**src/rtl/lcd_timing_pkg.sv**
```systemverilog
// lcd_timing_pkg: shared LCD geometry defaults, coordinate type, rx FSM encoding and helpers
//   H_ACTIVE_DEF/V_ACTIVE_DEF : default 800x480 active area
//   coord_t                   : 11-bit pixel/line coordinate
//   rx_state_e                : capture FSM states
package lcd_timing_pkg;
    localparam int H_ACTIVE_DEF = 800;
    localparam int V_ACTIVE_DEF = 480;
    localparam int COORD_W = 11;
    typedef logic [COORD_W-1:0] coord_t;
    typedef enum logic [1:0] {WAIT_VS, FRAME_TOP, LINE, HBLANK} rx_state_e;
    function automatic coord_t sat_inc(coord_t v);
        return (v == '1) ? v : v + coord_t'(1);
    endfunction
endpackage

```
**src/rtl/lcd_rx_capture_if.sv**
```systemverilog
// lcd_rx_capture_if: LCD input stream plus capture results
//   master : drives rgb_lcd_24b/hsync/vsync/lcd_de, observes results
//   slave  : the capture block, consumes the stream and drives results
interface lcd_rx_capture_if;
    import lcd_timing_pkg::*;
    logic [23:0] rgb_lcd_24b;
    logic        hsync;
    logic        vsync;
    logic        lcd_de;
    coord_t      pix_x;
    coord_t      pix_y;
    logic [23:0] pix_data;
    logic        pix_valid;
    logic        frame_start;
    logic        frame_done;
    logic [31:0] frame_checksum;
    coord_t      meas_width;
    coord_t      meas_lines;
    logic [11:0] h_total;
    logic        fmt_ok;
    logic        locked;
    logic        err_sticky;
    modport master (
        output rgb_lcd_24b, hsync, vsync, lcd_de,
        input  pix_x, pix_y, pix_data, pix_valid, frame_start, frame_done, frame_checksum,
               meas_width, meas_lines, h_total, fmt_ok, locked, err_sticky
    );
    modport slave (
        input  rgb_lcd_24b, hsync, vsync, lcd_de,
        output pix_x, pix_y, pix_data, pix_valid, frame_start, frame_done, frame_checksum,
               meas_width, meas_lines, h_total, fmt_ok, locked, err_sticky
    );
endinterface

```
**src/rtl/lcd_rx_frame_chk.sv**
```systemverilog
// lcd_rx_frame_chk: per-frame checksum, geometry check, lock counter and sticky error
//   pix_ok_i/pix_i         : in-range pixel to accumulate this cycle
//   line_end_i/width_i     : a line closes with the given de-high width
//   lines_i/ovf_i          : line count including a closing line, line-count overflow
//   clr_i/fin_i/vs_err_i   : new frame starts, old frame is reported, de was high at vsync
//   frame_done_o..err_sticky_o : registered frame results
module lcd_rx_frame_chk
    import lcd_timing_pkg::*;
#(
    parameter int H_ACTIVE    = H_ACTIVE_DEF,
    parameter int V_ACTIVE    = V_ACTIVE_DEF,
    parameter int LOCK_FRAMES = 2
) (
    input  logic        clk_i,
    input  logic        rst_ni,
    input  logic        pix_ok_i,
    input  logic [23:0] pix_i,
    input  logic        line_end_i,
    input  coord_t      width_i,
    input  coord_t      lines_i,
    input  logic        ovf_i,
    input  logic        clr_i,
    input  logic        fin_i,
    input  logic        vs_err_i,
    output logic        frame_done_o,
    output logic [31:0] frame_checksum_o,
    output coord_t      meas_width_o,
    output coord_t      meas_lines_o,
    output logic        fmt_ok_o,
    output logic        locked_o,
    output logic        err_sticky_o
);
    localparam int LW = $clog2(LOCK_FRAMES + 1);
    logic [31:0] sum_q, sum_d, pix32;
    coord_t      wid_q, wid_d;
    logic        badw_q, badw_d, ovf_q, ovf_d, ok;
    logic [LW-1:0] lock_q, lock_d;
    always_comb begin
        pix32  = pix_ok_i ? {8'd0, pix_i} : 32'd0;
        // a pixel arriving with the vsync edge already belongs to the new frame
        sum_d  = (clr_i ? 32'd0 : sum_q) + pix32;
        wid_d  = line_end_i ? width_i : wid_q;
        badw_d = badw_q || (line_end_i && width_i != coord_t'(H_ACTIVE));
        ovf_d  = ovf_q || ovf_i;
        ok     = !badw_d && !ovf_d && !vs_err_i && lines_i == coord_t'(V_ACTIVE);
        lock_d = !ok ? '0 : (lock_q == LW'(LOCK_FRAMES)) ? lock_q : lock_q + LW'(1);
    end
    always_ff @(posedge clk_i) begin
        if (!rst_ni) begin
            sum_q            <= '0;
            wid_q            <= '0;
            badw_q           <= 1'b0;
            ovf_q            <= 1'b0;
            lock_q           <= '0;
            frame_done_o     <= 1'b0;
            frame_checksum_o <= '0;
            meas_width_o     <= '0;
            meas_lines_o     <= '0;
            fmt_ok_o         <= 1'b0;
            err_sticky_o     <= 1'b0;
        end else begin
            sum_q        <= sum_d;
            wid_q        <= clr_i ? '0 : wid_d;
            badw_q       <= !clr_i && badw_d;
            ovf_q        <= !clr_i && ovf_d;
            frame_done_o <= fin_i;
            err_sticky_o <= err_sticky_o || ovf_i || vs_err_i;
            if (fin_i) begin
                frame_checksum_o <= sum_q;
                meas_width_o     <= wid_d;
                meas_lines_o     <= lines_i;
                fmt_ok_o         <= ok;
                lock_q           <= lock_d;
            end
        end
    end
    assign locked_o = (lock_q == LW'(LOCK_FRAMES));
endmodule

```
**src/rtl/lcd_rx_capture.sv**
```systemverilog
// lcd_rx_capture: samples a parallel RGB LCD stream, recovers pixel coordinates and frame statistics
//   clk_in    : pixel clock
//   sys_rst_n : synchronous active-low reset
//   bus       : stream inputs (rgb/hsync/vsync/de) and capture outputs (pixels, frame results, h_total)
module lcd_rx_capture
    import lcd_timing_pkg::*;
#(
    parameter int H_ACTIVE    = H_ACTIVE_DEF,
    parameter int V_ACTIVE    = V_ACTIVE_DEF,
    parameter bit VS_POL      = 1'b1,
    parameter bit HS_POL      = 1'b1,
    parameter int LOCK_FRAMES = 2
) (
    input logic             clk_in,
    input logic             sys_rst_n,
    lcd_rx_capture_if.slave bus
);
    logic [23:0] rgb_q, pix_data_q;
    logic        hs_q, vs_q, de_q, hs_qq, vs_qq, de_qq;
    logic        pix_valid_q, frame_start_q;
    logic [11:0] hcnt_q, h_total_q;
    rx_state_e   state_q, state_d;
    coord_t      x_q, x_d, y_q, y_d, ex, ey, y_fin, pix_x_q, pix_y_q;
    logic        vs_act, hs_act, de_rise, line_go, emit, pv, line_end, vs_err, ovf;
    assign vs_act  = (vs_q == VS_POL) && (vs_qq != VS_POL);
    assign hs_act  = (hs_q == HS_POL) && (hs_qq != HS_POL);
    assign de_rise = de_q && !de_qq;
    always_comb begin
        // a de rise coinciding with vsync opens the first line of the new frame
        line_go  = de_rise && (vs_act || state_q == FRAME_TOP || state_q == HBLANK);
        emit     = line_go || (state_q == LINE && de_q && !vs_act);
        ex       = line_go ? '0 : x_q;
        ey       = vs_act ? '0 : y_q;
        pv       = emit && ex < coord_t'(H_ACTIVE) && ey < coord_t'(V_ACTIVE);
        // vsync inside a line terminates it; de still high there is the protocol error
        line_end = state_q == LINE && (!de_q || vs_act);
        vs_err   = vs_act && state_q == LINE && de_q;
        y_fin    = line_end ? sat_inc(y_q) : y_q;
        ovf      = line_end && y_q == '1;
        x_d      = emit ? sat_inc(ex) : x_q;
        y_d      = vs_act ? '0 : y_fin;
        state_d  = vs_act ? (line_go ? LINE : FRAME_TOP) :
                   line_go ? LINE : line_end ? HBLANK : state_q;
    end
    always_ff @(posedge clk_in) begin
        if (!sys_rst_n) begin
            {rgb_q, hs_q, vs_q, de_q, hs_qq, vs_qq, de_qq} <= '0;
            state_q       <= WAIT_VS;
            x_q           <= '0;
            y_q           <= '0;
            pix_x_q       <= '0;
            pix_y_q       <= '0;
            pix_data_q    <= '0;
            pix_valid_q   <= 1'b0;
            frame_start_q <= 1'b0;
            hcnt_q        <= '0;
            h_total_q     <= '0;
        end else begin
            rgb_q         <= bus.rgb_lcd_24b;
            hs_q          <= bus.hsync;
            vs_q          <= bus.vsync;
            de_q          <= bus.lcd_de;
            hs_qq         <= hs_q;
            vs_qq         <= vs_q;
            de_qq         <= de_q;
            state_q       <= state_d;
            x_q           <= x_d;
            y_q           <= y_d;
            pix_x_q       <= ex;
            pix_y_q       <= ey;
            pix_data_q    <= rgb_q;
            pix_valid_q   <= pv;
            frame_start_q <= vs_act;
            hcnt_q        <= hs_act ? 12'd1 : hcnt_q + {11'd0, hcnt_q != '1};
            if (hs_act) h_total_q <= hcnt_q;
        end
    end
    lcd_rx_frame_chk #(
        .H_ACTIVE   (H_ACTIVE),
        .V_ACTIVE   (V_ACTIVE),
        .LOCK_FRAMES(LOCK_FRAMES)
    ) u_chk (
        .clk_i           (clk_in),
        .rst_ni          (sys_rst_n),
        .pix_ok_i        (pv),
        .pix_i           (rgb_q),
        .line_end_i      (line_end),
        .width_i         (x_q),
        .lines_i         (y_fin),
        .ovf_i           (ovf),
        .clr_i           (vs_act),
        .fin_i           (vs_act && state_q != WAIT_VS),
        .vs_err_i        (vs_err),
        .frame_done_o    (bus.frame_done),
        .frame_checksum_o(bus.frame_checksum),
        .meas_width_o    (bus.meas_width),
        .meas_lines_o    (bus.meas_lines),
        .fmt_ok_o        (bus.fmt_ok),
        .locked_o        (bus.locked),
        .err_sticky_o    (bus.err_sticky)
    );
    assign bus.pix_x       = pix_x_q;
    assign bus.pix_y       = pix_y_q;
    assign bus.pix_data    = pix_data_q;
    assign bus.pix_valid   = pix_valid_q;
    assign bus.frame_start = frame_start_q;
    assign bus.h_total     = h_total_q;
endmodule

```
**src/flat_wrapper.sv**
```systemverilog
// flat-port wrapper written by rule: the top's interface ports become plain ports
module lcd_rx_capture_flat import lcd_timing_pkg::*;
#(
    parameter int H_ACTIVE    = H_ACTIVE_DEF,
    parameter int V_ACTIVE    = V_ACTIVE_DEF,
    parameter bit VS_POL      = 1'b1,
    parameter bit HS_POL      = 1'b1,
    parameter int LOCK_FRAMES = 2
)
  (clk_in, sys_rst_n, bus_rgb_lcd_24b, bus_hsync, bus_vsync, bus_lcd_de, bus_pix_x, bus_pix_y, bus_pix_data, bus_pix_valid, bus_frame_start, bus_frame_done, bus_frame_checksum, bus_meas_width, bus_meas_lines, bus_h_total, bus_fmt_ok, bus_locked, bus_err_sticky);
  lcd_rx_capture_if bus_i ();
  input logic clk_in;
  input logic sys_rst_n;
  input wire logic [$bits(bus_i.rgb_lcd_24b)-1:0] bus_rgb_lcd_24b;
  input wire logic [$bits(bus_i.hsync)-1:0] bus_hsync;
  input wire logic [$bits(bus_i.vsync)-1:0] bus_vsync;
  input wire logic [$bits(bus_i.lcd_de)-1:0] bus_lcd_de;
  output wire logic [$bits(bus_i.pix_x)-1:0] bus_pix_x;
  output wire logic [$bits(bus_i.pix_y)-1:0] bus_pix_y;
  output wire logic [$bits(bus_i.pix_data)-1:0] bus_pix_data;
  output wire logic [$bits(bus_i.pix_valid)-1:0] bus_pix_valid;
  output wire logic [$bits(bus_i.frame_start)-1:0] bus_frame_start;
  output wire logic [$bits(bus_i.frame_done)-1:0] bus_frame_done;
  output wire logic [$bits(bus_i.frame_checksum)-1:0] bus_frame_checksum;
  output wire logic [$bits(bus_i.meas_width)-1:0] bus_meas_width;
  output wire logic [$bits(bus_i.meas_lines)-1:0] bus_meas_lines;
  output wire logic [$bits(bus_i.h_total)-1:0] bus_h_total;
  output wire logic [$bits(bus_i.fmt_ok)-1:0] bus_fmt_ok;
  output wire logic [$bits(bus_i.locked)-1:0] bus_locked;
  output wire logic [$bits(bus_i.err_sticky)-1:0] bus_err_sticky;
  assign bus_i.rgb_lcd_24b = bus_rgb_lcd_24b;
  assign bus_i.hsync = bus_hsync;
  assign bus_i.vsync = bus_vsync;
  assign bus_i.lcd_de = bus_lcd_de;
  assign bus_pix_x = bus_i.pix_x;
  assign bus_pix_y = bus_i.pix_y;
  assign bus_pix_data = bus_i.pix_data;
  assign bus_pix_valid = bus_i.pix_valid;
  assign bus_frame_start = bus_i.frame_start;
  assign bus_frame_done = bus_i.frame_done;
  assign bus_frame_checksum = bus_i.frame_checksum;
  assign bus_meas_width = bus_i.meas_width;
  assign bus_meas_lines = bus_i.meas_lines;
  assign bus_h_total = bus_i.h_total;
  assign bus_fmt_ok = bus_i.fmt_ok;
  assign bus_locked = bus_i.locked;
  assign bus_err_sticky = bus_i.err_sticky;
  lcd_rx_capture #(.H_ACTIVE(H_ACTIVE), .V_ACTIVE(V_ACTIVE), .VS_POL(VS_POL), .HS_POL(HS_POL), .LOCK_FRAMES(LOCK_FRAMES)) u_core (.clk_in(clk_in), .sys_rst_n(sys_rst_n), .bus(bus_i));
endmodule
```
**config.mk**
```make
export PLATFORM = sky130hd
export DESIGN_NAME = lcd_rx_capture_flat
export DESIGN_NICKNAME = d
export VERILOG_FILES = /design/src/rtl/lcd_timing_pkg.sv /design/src/rtl/lcd_rx_capture_if.sv /design/src/rtl/lcd_rx_frame_chk.sv /design/src/rtl/lcd_rx_capture.sv /design/src/flat_wrapper.sv
export SDC_FILE = /design/constraint.sdc
export NUM_CORES = 1
export LEC_CHECK = 0
export BUFFER_PORTS_ARGS = -buffer_cell sky130_fd_sc_hd__buf_2
export CAP_MARGIN = 30
export CORE_MARGIN = 3
export CORE_UTILIZATION = 51
export CTS_CLUSTER_DIAMETER = 50
export DETAILED_ROUTE_END_ITERATION = 8
export PLACE_DENSITY = 0.76
export SLEW_MARGIN = 10
export SYNTH_ARGS = -nofsm -noshare
export SYNTH_HDL_FRONTEND = slang
export SYNTH_SLANG_ARGS = --single-unit
export TNS_END_PERCENT = 30
```
**constraint.sdc**
```tcl
create_clock -name clk_in -period 3.4 [get_ports clk_in]
set_input_delay 0.17 -clock clk_in [delete_from_list [all_inputs] [get_ports clk_in]]
set_output_delay 0.17 -clock clk_in [all_outputs]
set_load 0.01 [all_outputs]
```
After elaboration in Yosys (flattened, before gate mapping):

Index checks and enable logic that the tools add are counted.

* flip-flop bits (word level): 230
* bits of input ports: 29
* output and inout port bits: 118
* logic and storage cells: 102

* add/subtract/negate cells: 5
* magnitude comparators: 2
* equality and inequality tests: 10
* multiplexer cells: 15
* bitwise gates (word level): 3
* reduce and logical (&&, ||, !) cells: 38

Operators by type and width (number)
* 11-bit two-way mux: 6
* 32-bit adder: 1
* 32-bit two-way mux: 1
* 24-bit two-way mux: 1
* 11-bit by 1-bit adder with 11-bit output, second input constant: 2
* 11-bit equality test, second input constant: 2
* 1-bit logical AND: 19
* 12-bit by 1-bit adder with 12-bit output: 1
* 2-bit two-way mux: 6
* 12-bit != test, second input constant: 1
* 11-bit by 9-bit equality test with 1-bit output, second input constant: 1
* 11-bit by 10-bit less-than comparator with 1-bit output, second input constant: 1
* 11-bit by 9-bit less-than comparator with 1-bit output, second input constant: 1
* 11-bit by 10-bit != test with 1-bit output, second input constant: 1
* 1-bit logical OR: 8
* 2-bit equality test, second input constant: 3
* 1-bit zero test: 6
* 2-bit OR reduction: 2
* 1-bit NOT: 3
* 3-bit nonzero test: 1
* 2-bit by 1-bit adder with 2-bit output, second input constant: 1
* 2-bit by 1-bit equality test with 1-bit output, second input constant: 1
* 2-bit != test, second input constant: 1
* 2-bit AND reduction: 1
* 2 further kinds: 2

Longest topological paths before layout:

Gate-level depths: netlist of the first run.

* depth after elaboration: 12
* depth in mapped cells: 17
* depth with buffers taken out: 16

Modules after synthesis:

A second synthesis of the first run with hierarchy kept.

* cell total of the unflattened synthesis: 1031
* area, all modules: 9690.5 µm²

By module, submodules not included
* lcd_rx_frame_chk: instances 1, cells an instance 603, area each 5273.8 µm², seq. area each 2082.0 µm²
* lcd_rx_capture: instances 1, cells an instance 428, area each 4416.7 µm², seq. area each 2522.4 µm²

Least setup slack after synthesis of the first run:

No wires, ideal clock.

* path kind: reg-to-reg
* start: register u_core.vs_q
* end: register u_core.u_chk.sum_q[27]
* setup time: 0.118 ns
* data arrival time: 3.318 ns
* required time: 3.282 ns
* setup slack: -0.036 ns
* stages on the path, launching flop included: 16
* buffers on the path: 2
* period minus slack after synthesis: 3.436 ns
* cells stage by stage: dfxtp_1 nor2b_1 clkbuf_1 o311ai_0 nor2_1 clkbuf_1 nand2_1 inv_1 ha_1 a211oi_1 o211ai_1 a221oi_1 o211a_1 nor3_1 o31a_1 mux2i_1

* longest elaborated chain between the ends: 10
* elaborated cells between the ends (all ways): 16
* those cells by class: 1 x add/sub; 2 x order compare; 4 x mux; 9 x reduce/logical

RTL lines
* start: declaration: RTL line lcd_rx_capture.sv:19 `logic hs_q, vs_q, de_q, hs_qq, vs_qq, de_qq;`
* start signal: assignment: RTL line lcd_rx_capture.sv:61 `vs_q <= bus.vsync;`
* 1-bit logical AND *: RTL line lcd_rx_capture.sv:25 `assign vs_act = (vs_q == VS_POL) && (vs_qq != VS_POL);`
* 1-bit logical OR (2 in series): RTL line lcd_rx_capture.sv:30 `line_go = de_rise && (vs_act || state_q == FRAME_TOP || state_q == HBLANK);`
* 1-bit logical AND: RTL line lcd_rx_capture.sv:30
* 11-bit two-way mux: RTL line lcd_rx_capture.sv:32 `ex = line_go ? '0 : x_q;`
* 11-bit by 10-bit less-than comparator with 1-bit output: RTL line lcd_rx_capture.sv:34 `pv = emit && ex < coord_t'(H_ACTIVE) && ey < coord_t'(V_ACTIVE);`
* 1-bit logical AND (2 in series): RTL line lcd_rx_capture.sv:34
* 24-bit two-way mux: RTL line lcd_rx_frame_chk.sv:39 `pix32 = pix_ok_i ? {8'd0, pix_i} : 32'd0;`
* 32-bit adder *: RTL line lcd_rx_frame_chk.sv:41 `sum_d = (clr_i ? 32'd0 : sum_q) + pix32;`
* end signal: assignment: RTL line lcd_rx_frame_chk.sv:62 `sum_q <= sum_d;`
* end: declaration: RTL line lcd_rx_frame_chk.sv:34 `logic [31:0] sum_q, sum_d, pix32;`

Every way passes the cells marked *; elsewhere a longest branch is shown, timed or not.
A chain may end at the register's enable or synchronous reset.

Final worst setup path of the first run:

* start: register u_core.x_q[6]
* end: register u_core.u_chk.sum_q[17]

* longest elaborated chain between the ends: 6

RTL lines
* start: declaration: RTL line lcd_rx_capture.sv:23 `coord_t x_q, x_d, y_q, y_d, ex, ey, y_fin, pix_x_q, pix_y_q;`
* start signal: assignment: RTL line lcd_rx_capture.sv:49 `x_q <= '0;`
* start signal: assignment: RTL line lcd_rx_capture.sv:67 `x_q <= x_d;`
* 11-bit two-way mux: RTL line lcd_rx_capture.sv:32
* 11-bit by 10-bit less-than comparator with 1-bit output: RTL line lcd_rx_capture.sv:34
* 1-bit logical AND (2 in series): RTL line lcd_rx_capture.sv:34
* 24-bit two-way mux: RTL line lcd_rx_frame_chk.sv:39
* 32-bit adder: RTL line lcd_rx_frame_chk.sv:41

Every way passes these cells.

==> results of run 1 <==
## stage by stage
| stage | hold slack, ns | instance area [um2] |
|---|---|---|
| after floorplan | 0.297 | 9450 |
| after global placement | 0.376 | 10700 |
| after detailed placement | 0.379 | 10700 |
| after CTS | 0.377 | 12100 |
| after global routing | 0.385 | 12300 |
| final | 0.388 | 12300 |
## state kept, by name, indices dropped and copies added, names as in the netlist, 2 cells and up
name,cells
u_core.state_q,2
u_core.bus.pix_data,24
u_core.bus.h_total,12
u_core.u_chk.meas_lines_o,11
u_core.bus.pix_y,11
u_core.u_chk.wid_q,11
u_core.u_chk.sum_q,32
u_core.y_q,11
u_core.u_chk.lock_q,2
u_core.bus.pix_x,11
u_core.hcnt_q,12
u_core.x_q,11
u_core.rgb_q,24
u_core.u_chk.frame_checksum_o,32
u_core.u_chk.meas_width_o,11
## worst min path at each step
| stage | from | endpoint |
|---|---|---|
| final | sys_rst_n | u_core.u_chk.frame_checksum_o[29] |
| after detailed placement | bus_rgb_lcd_24b[14] | u_core.rgb_q[14] |
| after global placement | bus_rgb_lcd_24b[16] | u_core.rgb_q[16] |
| after floorplan | bus_lcd_de | u_core.de_q |
| after CTS | bus_rgb_lcd_24b[9] | u_core.rgb_q[9] |
| after global routing | bus_rgb_lcd_24b[6] | u_core.rgb_q[6] |
## worst register-to-register path, cell delays in order (launching register included)
cell and delay, ns:
dfxtp_1 0.31, o311a_1 0.37, o21ai_1 0.14, o21ai_1 0.11, nor2_2 0.15, buf_6 0.14, and2_1 0.17, ha_4 0.22
buf_4 0.14, o211ai_1 0.21, o211ai_1 0.20, a221oi_4 0.38, o21ai_0 0.24, a31oi_1 0.24, xor2_1 0.16, nor2_1 0.05
## layer usage
metal  part of all wire  wire [um]
met1               0.45      10600
met2               0.47      11100
met3              0.059       1390
met4              0.022        522
met5                  0          0
## timing repair
action                                  in CTS  in global routing
pin swaps                                    9                 20
endpoints found under the setup margin      21                 21
setup buffers                                2                  2
resized for setup                           25                 34
endpoints found under the hold margin       27                  0
gates cloned                                 0                  0
hold buffers                                27                  0
## final cells by class
| type | instances | area [um2] |
|---|---|---|
| repair buffers | 233 | 1480 |
| clock buffers | 32 | 724 |
| inverters | 15 | 57.6 |
| multi-input cells | 760 | 4850 |
| flip-flops and latches | 230 | 4610 |
| fillers | 1431 | 5840 |
| clock inverters | 17 | 240 |
| well taps | 229 | 287 |
## cell usage in the layout (no fill, tap or decap), types with 13 or more instances in the layout
cell type      count
xor2_1            17
dfxtp_1          229
inv_1             13
xnor2_1           19
dlygate4sd3_1     27
buf_4             56
nand3_1           20
buf_2            146
nand2_1          137
a21o_1            15
and2_1           101
clkbuf_16         27
a211oi_1          21
mux2i_1           22
a21oi_1           78
nor2_1           107
ha_1              19
and3_1            32
## where the power goes
group	switching (mW)	total (mW)	internal [mW]
registers	0.0304	2.78	2.75
clock network	1.15	3.07	1.92
logic	0.197	0.344	0.147
total	1.38	6.19	4.82
## kinds of logic (layout without fill, tap and decap cells)
group / Yosys count / count (layout) / share of synthesized area
adder cells (fa/ha/maj): 30 / 30 / 0.0406
XOR/XNOR: 36 / 36 / 0.0334
buffers and inverters: 71 / 297 / 0.0297
multiplexers: 22 / 22 / 0.0233
AO/OA/AOI/OAI: 197 / 197 / 0.135
flip-flops: 230 / 230 / 0.488
AND/OR/NAND/NOR: 475 / 475 / 0.250
==> summary.txt, run 1 <==
Status
  – Status: finished, final reports clean

Logic synthesis
  – Sequential-to-total area share from yosys stat: 0.488
  – Dominant cell type by area after synthesis: dfxtp_1
  – Count leader, synth: dfxtp_1
  – Synth Flop Type: dfxtp_1
  – YS warnings: 0
  – Avg Cell Area, Syn: 8.90 um2
  – Top post-synthesis cells by area: dfxtp_1 (49%), and2_1 (6.9%), nand2_1 (5.5%), nor2_1 (4.3%), a21oi_1 (4.2%)
  – EDFF count, synth: 0
  – Synth Instances: 1061
  – Syn_nets: 1120
  – Post-Syn Area: 0.00944 mm2
  – Most instantiated cells after synthesis: dfxtp_1 (230), nand2_1 (138), nor2_1 (109)
  – Synth cell types: 63
  – Share of the synthesized area in the top cell type: 0.488
  – FFs w/ async S/R, synth: 0
  – FF+latch count, synth: 230

Critical path
  – CP startpoint kind: flop
  – Start point of the critical path: u_core.x_q[6]
  – Flop2flop setup slack: 0.04 ns
  – Max incr delay on CP: 0.38 ns
  – CP Capture Type: flop
  – Reg-to-Reg Start: u_core.x_q[6]
  – CP Buf/Inv Count: 2
  – Critical Path RT: 3.80 ns
  – FF-to-FF End: u_core.u_chk.sum_q[17]
  – Worst setup path end: u_core.u_chk.sum_q[17]
  – Critical-path top delay cell: a221oi_4
  – Worst Setup Path Type: reg -> reg
  – Worst path arrival time: 3.76 ns
  – Reg2Reg Depth: 15
  – Worst path depth: 15
  – Cell family with most CP delay: compound AO/OA/AOI/OAI gates
  – Crit-path cells: o311a_1, o21ai_1, o21ai_1, nor2_2, buf_6, and2_1, ha_4, buf_4, o211ai_1, o211ai_1, a221oi_4, o21ai_0, a31oi_1, xor2_1, nor2_1
  – Max FO, Critical Path: 4

Power
  – Power per cell area: 506 mW/mm2
  – Lkg Pwr: 5.34 nW
  – Power, Total: 6.19 mW
  – Peak supply drop: 400 uV

STA
  – Setup violators final: 0
  – Worst setup margin: 0.0425 ns
  – Rel. slew slack: 0.432
  – Actual transition at the worst max-transition pin: 0.851 ns
  – Final Cycle Share: 0.987
  – Min Tclk post-route: 3.36 ns
  – Fin. Hold Viols: 0
  – Max frequency: 298 MHz
  – RSZ-0062 raised after global routing: yes
  – Layout Skew: 0.0124 ns
  – Setup tns final: 0 ns
  – Final slew viol count: 0

Clock tree
  – TritonCTS clock tree: done
  – Num CTS Buffers: 27
  – Clock Path Buffers: 3
  – Worst-Skew Late Latency: 0.52 ns
  – Clk slew on worst S/H paths: 0.06 ns
  – Clock sinks: 230
  – Root buf cell: clkbuf_16
  – H-Tree Level Count: 1

Place
  – PortBufs: 146
  – Number of instances in the placed design: 1437
  – HPWL after detailed placement: 15200 um
  – Post-place setup slack: -0.358 ns
  – Placer Congestion: 0.896

Detailed routing
  – Total Wirelength: 23600 um
  – Wire per inst: 15.5 um
  – Avg Vias per Cell: 5.38
  – Vias: 8153
  – Routed Antenna Nets: 0
  – Drt initial violations: 536
  – DRC Markers: 0
  – TritonRoute pass-1 iters: 6

GRT
  – Tot GR Track Use: 0.225
  – Met1 Resource Use GR: 0.297
  – Initial antenna violation count: 0
  – Met2 Resource Use GR: 0.375
  – Vias in the first global route: 7773
  – Largest net degree at the start of global routing: 98
  – Remaining Overflow, GRT: 0
  – Met3 usage: 0.0477
  – Busiest layer in global routing: met2
  – First-pass GRT wire length: 38300 um

Hold path
  – Hold path cells: 3
  – Worst hold-check path type: in -> reg

Floorplanning
  – Die area: 0.0202 mm2
  – Core Region: 0.0181 mm2
  – # rows: 49
  – Die X: 142 um
  – Starting Density: 0.522
  – Die H: 142 um
  – Top Ports: 147

Layout
  – Final core utilization: 0.677
  – Area Overhead vs Synth: 29.8%
  – Diode count: 0
  – Layout Nets: 1326
  – Layout Cells excl Fill: 1516
  – Share of layout cells above drive strength 1: 0.242

Run
  – Maxcap violations: 0
Power figures use the tool's default switching activity.
==> inputs of run 2 (changes only) <==
--- a/config.mk
+++ b/config.mk
@@ -7,7 +7,7 @@
 export LEC_CHECK = 0
 export BUFFER_PORTS_ARGS = -buffer_cell sky130_fd_sc_hd__buf_2
 export CAP_MARGIN = 30
-export CORE_MARGIN = 3
+export CORE_MARGIN = 8
 export CORE_UTILIZATION = 51
 export CTS_CLUSTER_DIAMETER = 50
 export DETAILED_ROUTE_END_ITERATION = 8
==> run 2 against run 1 <==
Against the previous run: global-route usage fell by 2.1 points; sequential power is essentially flat; power grew 0.66%; utilization is 1.0 points higher; clock power is essentially flat; combinational power is 2% higher; critical path depth increased by 4; hold slack about the same; clock skew down 0.0026 ns; routed wire length up 4.9%; die area grew 15%; non-clock buffer count rose by 15; critical path type unchanged; critical endpoint is now u_core.u_chk.sum_q[26]; largest cell class unchanged; largest power group unchanged.
==> summary.txt, run 2 (synthesis results as in run 1) <==
Status
  – Status: finished, final reports clean

Power
  – Part of the power in registers: 0.446 (-0.003)
  – Switching share of power: 0.221 (-0.00140)
  – Clk network pwr share: 0.497 (+0.002)
  – Switching power total: 1.38 mW (about the same)
  – Peak supply drop: 388 uV (-3.0%)
  – Power per cell area: 501 mW/mm2 (-0.83%)
  – Lkg Pwr: 5.41 nW (+1.2%)
  – Logic gate share of total power: 0.056 (about the same)
  – P_int: 4.86 mW (+0.84%)

Clock tree
  – H-Tree Level Count: 1 (unchanged)
  – Clock Path Buffers: 3 (unchanged)
  – Root buf cell: clkbuf_16
  – TritonCTS clock tree: done
  – Worst-Skew Late Latency: 0.53 ns (about the same)
  – Clk slew on worst S/H paths: 0.06 ns (about the same)
  – Num CTS Buffers: 26 (-3.7%)
  – Clock sinks: 230 (unchanged)

Critical path
  – Worst path arrival time: 3.70 ns (-0.06 ns)
  – Most used cell, CP: o21ai_2
  – Critical-path top delay cell: ha_2
  – FF-to-FF End: u_core.u_chk.sum_q[26]
  – CP Capture Type: flop
  – Crit-path cells: nor2b_4, buf_6, o21ai_4, o21ai_2, o21ai_2, nor2_2, buf_6, buf_12, and2_1, ha_2, nand4_1, nor3_2, o21ai_2, buf_4, o211ai_1, buf_4, and4_4, o211ai_1, mux2i_1
  – CP Buf/Inv Count: 5 (+3)
  – Worst Setup Path Type: reg -> reg
  – Max FO, Critical Path: 11 (+7)
  – CP startpoint kind: flop
  – Cell family with most CP delay: simple AND/OR/NAND/NOR gates
  – Max incr delay on CP: 0.40 ns (+0.02 ns)
  – Flop2flop setup slack: 0.11 ns (+0.07 ns)
  – Reg2Reg Depth: 19 (+4)
  – Reg-to-Reg Start: u_core.vs_q
  – Critical Path RT: 3.81 ns (about the same)

STA
  – Min Tclk post-route: 3.29 ns (-0.0656 ns)
  – Setup violators final: 0 (unchanged)
  – Max frequency: 304 MHz (+2.0%)
  – Layout Skew: 0.00974 ns (-0.00264 ns)
  – Final slew viol count: 0 (unchanged)
  – Rel. slew slack: 0.439 (+0.00772)
  – RSZ-0062 raised after global routing: yes
  – Fin. Hold Viols: 0 (unchanged)
  – Actual transition at the worst max-transition pin: 0.839 ns (-0.0116 ns)
  – Final Cycle Share: 0.968 (-0.0193)

Detailed routing
  – Vias: 8194 (+0.50%)
  – DRC Markers: 0 (unchanged)
  – Avg Vias per Cell: 5.36 (-0.42%)
  – Drt initial violations: 470 (-12%)
  – Wire per inst: 16.1 um (+3.9%)
  – Routed Antenna Nets: 0 (unchanged)
  – TritonRoute pass-1 iters: 5 (-1)
  – Total Wirelength: 24700 um (+4.9%)

Hold path
  – Hold Crit Endpoint: u_core.rgb_q[16]
  – Hold_sp: bus_rgb_lcd_24b[16]
  – Hold path cells: 3 (unchanged)
  – Worst hold-check path type: in -> reg

Layout
  – Final core utilization: 0.688 (+0.0102)
  – Fin area: 0.0124 mm2 (+1.5%)
  – Most common cell after layout, fill and taps aside: dfxtp_1
  – Diode count: 0 (unchanged)
  – Layout Nets: 1340 (+1.1%)
  – Share of layout cells above drive strength 1: 0.259 (+0.0174)
  – Top Registers: u_core.u_chk.frame_checksum_o: 32 flops, u_core.u_chk.sum_q: 32 flops
  – Commonest non-fill, non-tap cells in the layout: dfxtp_1 (228), buf_2 (146), nand2_1 (137)
  – Area Overhead vs Synth: 31.7%

GRT
  – Remaining Overflow, GRT: 0 (unchanged)
  – Initial antenna violation count: 0 (unchanged)
  – Vias in the first global route: 7991 (+2.8%)
  – First-pass GRT wire length: 40300 um (+5.2%)
  – Largest net degree at the start of global routing: 98 (unchanged)
  – Tot GR Track Use: 0.204 (-0.0208)

Place
  – Placer Congestion: 0.879 (-2.0%)
  – Placed instance area: 0.0108 mm2 (+0.58%)
  – PortBufs: 146 (unchanged)
  – HPWL after detailed placement: 16000 um (+4.8%)

Floorplanning
  – Die X: 152 um (+7.0%)
  – Die area: 0.0231 mm2 (+15%)
  – Top Ports: 147 (unchanged)
  – Starting Density: 0.522 (unchanged)
  – Core Region: 0.0181 mm2 (unchanged)
  – # rows: 49 (unchanged)
  – Die H: 152 um (+7.0%)

Run
  – Maxcap violations: 0 (unchanged)
run 2: cell count changes in the layout (fill, tap and decap cells not counted), moves of 3 or more:
cell,previous run,this run
and2_1,101,98
and2_4,3,6
buf_4,56,69
ha_1,19,16
o21ai_0,12,15
o21ai_1,8,3
run 2: power by group through the flow:
| stage | Sequential (mW) | Combinational [mW] | Clock [mW] |
|---|---|---|---|
| 6_report | 2.78 | 0.351 | 3.10 |
| 5_1_grt | 2.79 | 0.385 | 3.25 |
| 4_1_cts | 2.78 | 0.336 | 3.14 |
| 3_5_place_dp | 2.84 | 0.303 | 0 |
| 3_3_place_gp | 2.84 | 0.297 | 0 |
| 2_1_floorplan | 2.84 | 0.176 | 0 |
run 2: stage by stage:
step                cells  worst slack, ns  total power [mW]  TNS (ns)  hold slack (ns)
floorplan            1061           0.0828              3.02         0            0.297
global placement     1447          -0.0656              3.14    -0.146            0.376
detailed placement   1447           -0.209              3.14     -1.26            0.378
CTS                  1527          0.00540              6.26         0            0.353
global route         1530          -0.0745              6.42    -0.201            0.395
finish               1530            0.108              6.23         0            0.387
run 2: layer usage:
| metal | up-vias | track usage | wire [um] | share of wire |
|---|---|---|---|---|
| li1 | 4077 | - | - | - |
| met1 | 3841 | 0.251 | 10600 | 0.43 |
| met2 | 223 | 0.349 | 12000 | 0.49 |
| met3 | 53 | 0.0440 | 1380 | 0.056 |
| met4 | 0 | 0.0647 | 703 | 0.028 |
| met5 | - | 0 | 0 | 0 |
run 2: worst reg2reg max path, delay by kind of cell (launching register included):
| kind | cells | cell delay (ns) |
|---|---|---|
| AND/OR/NAND/NOR | 6 | 1.01 |
| buffers and inverters | 5 | 0.70 |
| AO/OA/AOI/OAI | 6 | 0.62 |
| adder cells (fa/ha/maj) | 1 | 0.40 |
| flip-flops | 1 | 0.32 |
| multiplexers | 1 | 0.14 |
run 2: worst max path at each step:
stage / startpoint / to / slack, ns / cells after the start
after floorplan: u_core.vs_q / u_core.u_chk.sum_q[31] / 0.08 / 15
after global placement: u_core.vs_q / u_core.u_chk.sum_q[26] / -0.07 / 19
after detailed placement: u_core.vs_q / u_core.u_chk.sum_q[26] / -0.21 / 19
after CTS: u_core.y_q[6] / u_core.u_chk.sum_q[26] / 0.005 / 17
after global routing: u_core.x_q[6] / u_core.u_chk.sum_q[26] / -0.07 / 18
final: u_core.vs_q / u_core.u_chk.sum_q[26] / 0.11 / 19
run 2: final cells by class:
cell class | count | area, um2
fill | 1335 | 5650
tap | 229 | 287
multi-input combinational | 760 | 4900
inverter | 15 | 57.6
clock inverter | 12 | 218
timing repair buffer | 248 | 1600
sequential | 230 | 4610
clock buffer | 36 | 759
run 2: what timing repair did:
item                                   in CTS  in global routing
resized for setup                          16                 55
endpoints found under the hold margin      27                  0
hold buffers                               27                  0
setup endpoints to repair                  12                 21
pin swaps                                   5                 19
setup buffers                               5                  3
